--- src/rtl/mem_port_arbiter.sv ---
// Shares one memory port between IF fetches and MEM loads/stores; MEM wins from IDLE and ACK hands over to the other source.
// Grant follows a request by one cycle, holds the port LATENCY cycles, then acks; requesters stall until acked.
module mem_port_arbiter #(
  parameter int LATENCY = 2,
  parameter int AW      = 16,
  parameter int DW      = 16
) (
  input  logic          clk,
  input  logic          rst,
  input  logic          if_req,
  input  logic [AW-1:0] if_addr,
  output logic [DW-1:0] if_rdata,
  output logic          if_ack,
  input  logic          mem_rd_req,
  input  logic          mem_wr_req,
  input  logic [AW-1:0] mem_addr,
  input  logic [DW-1:0] mem_wdata,
  output logic [DW-1:0] mem_rdata,
  output logic          mem_ack,
  output logic          stall_if,
  output logic          stall_mem,
  output logic          port_en,
  output logic          port_we,
  output logic [AW-1:0] port_addr,
  output logic [DW-1:0] port_wdata,
  input  logic [DW-1:0] port_rdata,
  output logic          proto_err
);

  typedef enum logic [1:0] {IDLE, GNT_IF, GNT_MEM, ACK} state_t;

  localparam logic [3:0] CNT_INIT = 4'(LATENCY - 1);

  state_t        state_q, state_d;
  logic [3:0]    cnt_q, cnt_d;
  logic [AW-1:0] addr_q, addr_d;
  logic [DW-1:0] wdata_q, wdata_d;
  logic [DW-1:0] if_rdata_q, if_rdata_d;
  logic [DW-1:0] mem_rdata_q, mem_rdata_d;
  logic          we_q, we_d;
  logic          served_mem_q, served_mem_d;
  logic          proto_err_q, proto_err_d;
  logic          mem_req;
  logic          grant_if, grant_mem;

  assign mem_req = mem_rd_req | mem_wr_req;

  always_comb begin
    state_d      = state_q;
    cnt_d        = cnt_q;
    addr_d       = addr_q;
    wdata_d      = wdata_q;
    we_d         = we_q;
    if_rdata_d   = if_rdata_q;
    mem_rdata_d  = mem_rdata_q;
    served_mem_d = served_mem_q;
    proto_err_d  = proto_err_q;
    grant_if     = 1'b0;
    grant_mem    = 1'b0;

    unique case (state_q)
      IDLE: begin
        if (mem_req) begin
          grant_mem = 1'b1;
        end else if (if_req) begin
          grant_if = 1'b1;
        end
      end
      GNT_IF, GNT_MEM: begin
        if (cnt_q == 4'd0) begin
          state_d      = ACK;
          served_mem_d = (state_q == GNT_MEM);
          if (state_q == GNT_IF) begin
            if_rdata_d = port_rdata;
          end else if (!we_q) begin
            mem_rdata_d = port_rdata;
          end
        end else begin
          cnt_d = cnt_q - 4'd1;
        end
      end
      ACK: begin
        // Only the source that was not just served may be granted here.
        state_d = IDLE;
        if (served_mem_q) begin
          grant_if = if_req;
        end else begin
          grant_mem = mem_req;
        end
      end
      default: state_d = IDLE;
    endcase

    if (grant_mem) begin
      state_d = GNT_MEM;
      addr_d  = mem_addr;
      wdata_d = mem_wdata;
      we_d    = mem_wr_req;
      cnt_d   = CNT_INIT;
      if (mem_rd_req && mem_wr_req) begin
        proto_err_d = 1'b1;
      end
    end else if (grant_if) begin
      state_d = GNT_IF;
      addr_d  = if_addr;
      we_d    = 1'b0;
      cnt_d   = CNT_INIT;
    end
  end

  always_ff @(posedge clk or negedge rst) begin
    if (!rst) begin
      state_q      <= IDLE;
      cnt_q        <= 4'd0;
      addr_q       <= '0;
      wdata_q      <= '0;
      we_q         <= 1'b0;
      if_rdata_q   <= '0;
      mem_rdata_q  <= '0;
      served_mem_q <= 1'b0;
      proto_err_q  <= 1'b0;
    end else begin
      state_q      <= state_d;
      cnt_q        <= cnt_d;
      addr_q       <= addr_d;
      wdata_q      <= wdata_d;
      we_q         <= we_d;
      if_rdata_q   <= if_rdata_d;
      mem_rdata_q  <= mem_rdata_d;
      served_mem_q <= served_mem_d;
      proto_err_q  <= proto_err_d;
    end
  end

  assign port_en    = (state_q == GNT_IF) || (state_q == GNT_MEM);
  assign port_we    = (state_q == GNT_MEM) && we_q;
  assign port_addr  = addr_q;
  assign port_wdata = wdata_q;
  assign if_ack     = (state_q == ACK) && !served_mem_q;
  assign mem_ack    = (state_q == ACK) && served_mem_q;
  assign if_rdata   = if_rdata_q;
  assign mem_rdata  = mem_rdata_q;
  assign proto_err  = proto_err_q;
  assign stall_if   = if_req & ~if_ack;
  assign stall_mem  = mem_req & ~mem_ack;

endmodule

--- config.mk ---
export PLATFORM = sky130hd
export DESIGN_NAME = mem_port_arbiter
export DESIGN_NICKNAME = d
export VERILOG_FILES = /design/src/rtl/mem_port_arbiter.sv
export SDC_FILE = /design/constraint.sdc
export NUM_CORES = 1
export LEC_CHECK = 0
export ABC_AREA = 0
export BUFFER_PORTS_ARGS = -buffer_cell sky130_fd_sc_hd__buf_2
export CORE_MARGIN = 2
export CORE_UTILIZATION = 26
export DETAILED_ROUTE_END_ITERATION = 6
export SLEW_MARGIN = 10
export SYNTH_ARGS = -nofsm -noshare
export SYNTH_HDL_FRONTEND = slang
export SYNTH_SLANG_ARGS = --single-unit
export TNS_END_PERCENT = 1
--- constraint.sdc ---
create_clock -name clk -period 2.5 [get_ports clk]
set_clock_uncertainty 0.1 [all_clocks]
set_input_delay 0.5 -clock clk [delete_from_list [all_inputs] [get_ports clk]]
set_output_delay 0.5 -clock clk [all_outputs]
set_load 0.03 [all_outputs]
# [Word level (Yosys, flattened, before mapping)]
# Cells that the tools add are included.
[op_classes] eq_ne=5 div=0 n_addsub=1 bitwise_logic=7 muxes=19 magnitude_cmp=0 shifts=0 reduce_logical=18 multipliers=0
[ops] operator="$mux W16" n=2
[ops] operator="$mux W4" n=4
[ops] operator="$reduce_and A2 Y1" n=4
[ops] operator="$mux W1" n=7
[ops] operator="$mux W2" n=3
[ops] operator="$eq A2 B2 Y1 const B" n=2
[ops] operator="$logic_and A1 B1 Y1" n=4
[ops] operator="$logic_not A4 Y1" n=1
[ops] operator="$ne A4 B4 Y1 const B" n=1
[ops] operator="$not A1 Y1" n=4
[ops] operator="$pmux W1 S2" n=2
[ops] operator="$pmux W2 S2" n=1
[ops] operator="$reduce_and A4 Y1" n=1
[ops] operator="$reduce_bool A4 Y1" n=1
[ops] operator="$sub A4 B1 Y4 const B" n=1
[ops] operator="$ne A3 B3 Y1 const B" n=1
[ops] operator="$reduce_and A3 Y1" n=1
[ops] operator="$reduce_bool A3 Y1" n=1
[ops] operator="$and A1 B1 Y1" n=2
[ops] operator="$eq A2 B1 Y1 const B" n=1
[ops] operator="$logic_not A2 Y1" n=1
[ops] operator="$reduce_bool A2 Y1" n=1
[ops] operator="$reduce_or A2 Y1" n=1
[ops] operator="$logic_not A1 Y1" n=1
[ops] operator="2 further kinds" n=2
[word_totals] mem_bits_ro=0 out_inout_bits=71 elab_cells=59 memories=0 ramBits=0 ff_bits=73 latch_bits=0

# [Logic depth before layout (Yosys ltp)]
[depth] word_depth=5 mapped_depth=9 ltp_nobuf=6

# [Least setup slack after synthesis]
# No wires, ideal clock.
[synth_path] kind="register -> output" startpoint="reg state_q[0]" endpoint="out stall_mem" stages_incl_launch_ff=6 arrival_time_ns=1.768 slack_ns=0.132 cell_sequence="dfrtp_1 > ha_1 > and2_1 > clkbuf_1 > buf_1 > nor2_1"
[synth_via] elab_chain_cells=4
[synth_rtl] item="start: declaration" line_no="34" text="state_t state_q, state_d;"
[synth_rtl] item="start signal: assignment" line_no="123" text="state_q <= state_d;"
[synth_rtl] item="$eq A2 B2 Y1" line_no="140" text="assign mem_ack = (state_q == ACK) && served_mem_q;"
[synth_rtl] item="$logic_and A1 B1 Y1" line_no="140"
[synth_rtl] item="net mem_ack" line_no="19" text="output logic mem_ack,"
[synth_rtl] item="$not A1 Y1" line_no="145" text="assign stall_mem = mem_req & ~mem_ack;"
[synth_rtl] item="$and A1 B1 Y1" line_no="145"
[synth_rtl] item="end: declaration" line_no="21" text="output logic stall_mem,"
# The timed path passes the listed nets, and every way through them passes these cells.

# [Worst setup path in the final report]
[layout_path] startpoint="reg state_q[0]" endpoint="out stall_mem"
[layout_via] elab_chain_cells=4
[layout_rtl] item="$eq A2 B2 Y1" line_no="140"
[layout_rtl] item="$logic_and A1 B1 Y1" line_no="140"
[layout_rtl] item="$not A1 Y1" line_no="145"
[layout_rtl] item="$and A1 B1 Y1" line_no="145"
# Every way passes these cells.

==> impl_metrics.ini <==
[synth]
yosys_register_bits = 73
avgSynthCellArea_um2 = 12.6
netlist_area_um2 = 3280
synth-edff-count = 0
async_flop_share = 1.00
yosys.area.top_type_share = 0.556
ys_warn_count = 0
synthesis.nets = 337
synthCells = 261
yosys_most_used_dff = dfrtp_1
synth_area_leader_cell = dfrtp_1
synthTopCellsByCount = dfrtp_1, mux2_2, nor2_1
synth_area_leaders = dfrtp_1, mux2_2, mux2_4
ys_types = 29
yosysMostFrequentCell = dfrtp_1
ys_seq_area_frac = 0.556

[clocking]
postCtsHoldBufs = 0
cts_root_buffer = clkbuf_16
postCtsResizedCells = 0
cts_num_sinks = 73
clk_pin_slew_ns = 0.06
numCtsBuffers = 9
cts_setup_buffers = 0
clk_latency_ns = 0.33
cts.path.max_buffers = 2
htreeDepth = 3
cts_tree = done

[sta]
fin_crit_sh = 0.877
max_freq_mhz = 456
period_needed_ns = 2.19
slew_headroom = 0.647
hold_slack_ns = 0.0331
final.setup.tns_ns = 0
worst_pin_slew_ns = 0.530
rsz0062_at_grt = no
drv_slew = 0
hold_violations = 0
setup_viol = 0

[global_route]
grt_remaining_overflow = 0
grt_pass1_wl_um = 12000
grt_pass1_vias = 2429
antenna_found_initial = 0
grt_usage = 0.115
grt_start_max_net_pins = 51

[setup_path]
cp.arrival_ns = 1.59
reg2reg_to = mem_rdata[3]$_DFFE_PN0P_
slowest_stage = dfrtp_1
reg2reg_from = cnt_q[0]$_DFFE_PN0P_
worst-path-max-fanout = 6
crit_type = register to primary output
critical_path_required_ns = 1.90
cp-end-kind = primary output
ff2ff_setup_slack_ns = 0.35
crit_chain = ha_1, and2_1, nor2_1, buf_2
critical-path-top-delay-family = flip-flops
crit_buf_inv = 1
crit_path_start_kind = register
cp_slowest_stage_delay_ns = 0.40
r2r_cells = 7

[finish]
n_fill_cell = 1249
syn_to_final_growth_pct = 37.1
design_area_um2 = 4500
layout.nets = 480
diodes = 0
drive_gt1_frac = 0.532

[placed_design]
gp_congestion = 0.722
hpwl_um = 5720
io_buffers = 139
placed_area_um2 = 4190

[floorplan]
io-pin-count = 140
core_area_um2 = 12500
start_util = 0.263
row_count = 41
dieWidth_um = 116
dieHeight_um = 116
die_area_um2 = 13500

[routing]
first_iter_violations = 88
vias = 2514
antenna_left = 0
wl_um = 7790
dr.pass1.iters = 4
vias_per_cell = 4.33
drc = 0
wl_per_cell_um = 13.4

[run_status]
outcome = completed

[power]
ir_drop_uv = 760
leakage_nw = 2.18
p_per_area_nw_per_um2 = 1590
total_power_w = 0.00715

[run]
drv_cap = 0

[worst_hold_path]
hold_class = input port to async pin
-- worst register-to-register path, cell delays in order, from the launching register on --
cell and delay, ns:
dfrtp_1 0.40, inv_1 0.12, ha_1 0.20, nor3b_4 0.25, nand2_1 0.10, or3_1 0.31
buf_4 0.23, mux2_4 0.33
-- report_power, final --
group          total (W)  switching, W  leakage [nW]  internal [W]
clock            0.00135      0.000488         0.155      0.000864
combinational    0.00366       0.00229          1.17       0.00137
sequential       0.00214      0.000330         0.852       0.00181
total            0.00715       0.00311          2.18       0.00404
-- cell usage in the layout (no fill, tap or decap), types with 2 or more instances in the layout --
cell and count:
a21oi_1 3, a31o_2 2, a31oi_1 18, and2_1 3
buf_2 138, buf_4 8, bufinv_16 2, clkbuf_16 9
clkinv_2 3, dfrtp_1 73, ha_1 7, inv_1 7
mux2_2 40, mux2_4 10, mux2i_1 3, nand2_1 7
nand2b_1 18, nand3_1 2, nor2_1 21, o211ai_1 17
o21a_1 2, o21ai_0 4, or3_1 2
-- cell families (layout without fill, tap and decap cells) --
logic type,count (synthesis),in the layout,share of synthesized area
compound gates,48,48,0.0991
fa+ha+maj,7,7,0.0267
buf+inv,22,169,0.0313
flops,73,73,0.556
mux,53,53,0.192
simple gates,58,58,0.0945
-- registers in the layout, indices dropped and copies added, names as in the netlist --
| signal | cells |
|---|---|
| port_wdata | 16 |
| we_q | 1 |
| if_rdata | 16 |
| state_q | 2 |
| cnt_q | 4 |
| served_mem_q | 1 |
| port_addr | 16 |
| proto_err | 1 |
| mem_rdata | 16 |
-- per-stage QoR --
step,utilization,cells,setup WS [ns]
5_1_grt,0.361,580,0.214
4_1_cts,0.361,580,0.281
2_1_floorplan,-,261,0.132
6_report,0.361,580,0.307
3_5_place_dp,0.336,565,0.344
3_3_place_gp,0.336,565,0.424
-- area by class of cell --
class | instances | area [um^2] | area share
Tap cell | 172 | 215 | 0.0478
Sequential cell | 73 | 1830 | 0.406
Timing Repair Buffer | 147 | 771 | 0.171
Multi-Input combinational cell | 166 | 1350 | 0.301
Inverter | 7 | 26.3 | 0.00584
Clock inverter | 6 | 83.8 | 0.0186
Clock buffer | 9 | 225 | 0.0500
-- routing by layer --
layer	track usage	vias to the layer above	part of all wire
li1	-	1212	-
met1	0.146	1185	0.46
met2	0.174	109	0.43
met3	0.0566	8	0.10
met4	0.0357	0	0.011
met5	0	-	0
-- how the worst max path moves through the flow --
stage                      startpoint                        end  slack [ns]  depth (start not counted)
2_1_floorplan  state_q[0]$_DFFE_PN0P_                  stall_mem        0.13                          5
3_3_place_gp     cnt_q[0]$_DFFE_PN0P_  mem_rdata[12]$_DFFE_PN0P_        0.42                          7
3_5_place_dp     cnt_q[0]$_DFFE_PN0P_   mem_rdata[4]$_DFFE_PN0P_        0.34                          7
4_1_cts        state_q[0]$_DFFE_PN0P_                  stall_mem        0.28                          4
5_1_grt        state_q[0]$_DFFE_PN0P_                  stall_mem        0.21                          4
6_report       state_q[0]$_DFFE_PN0P_                  stall_mem        0.31                          4
Note: power is estimated with default switching activity, not from simulation.
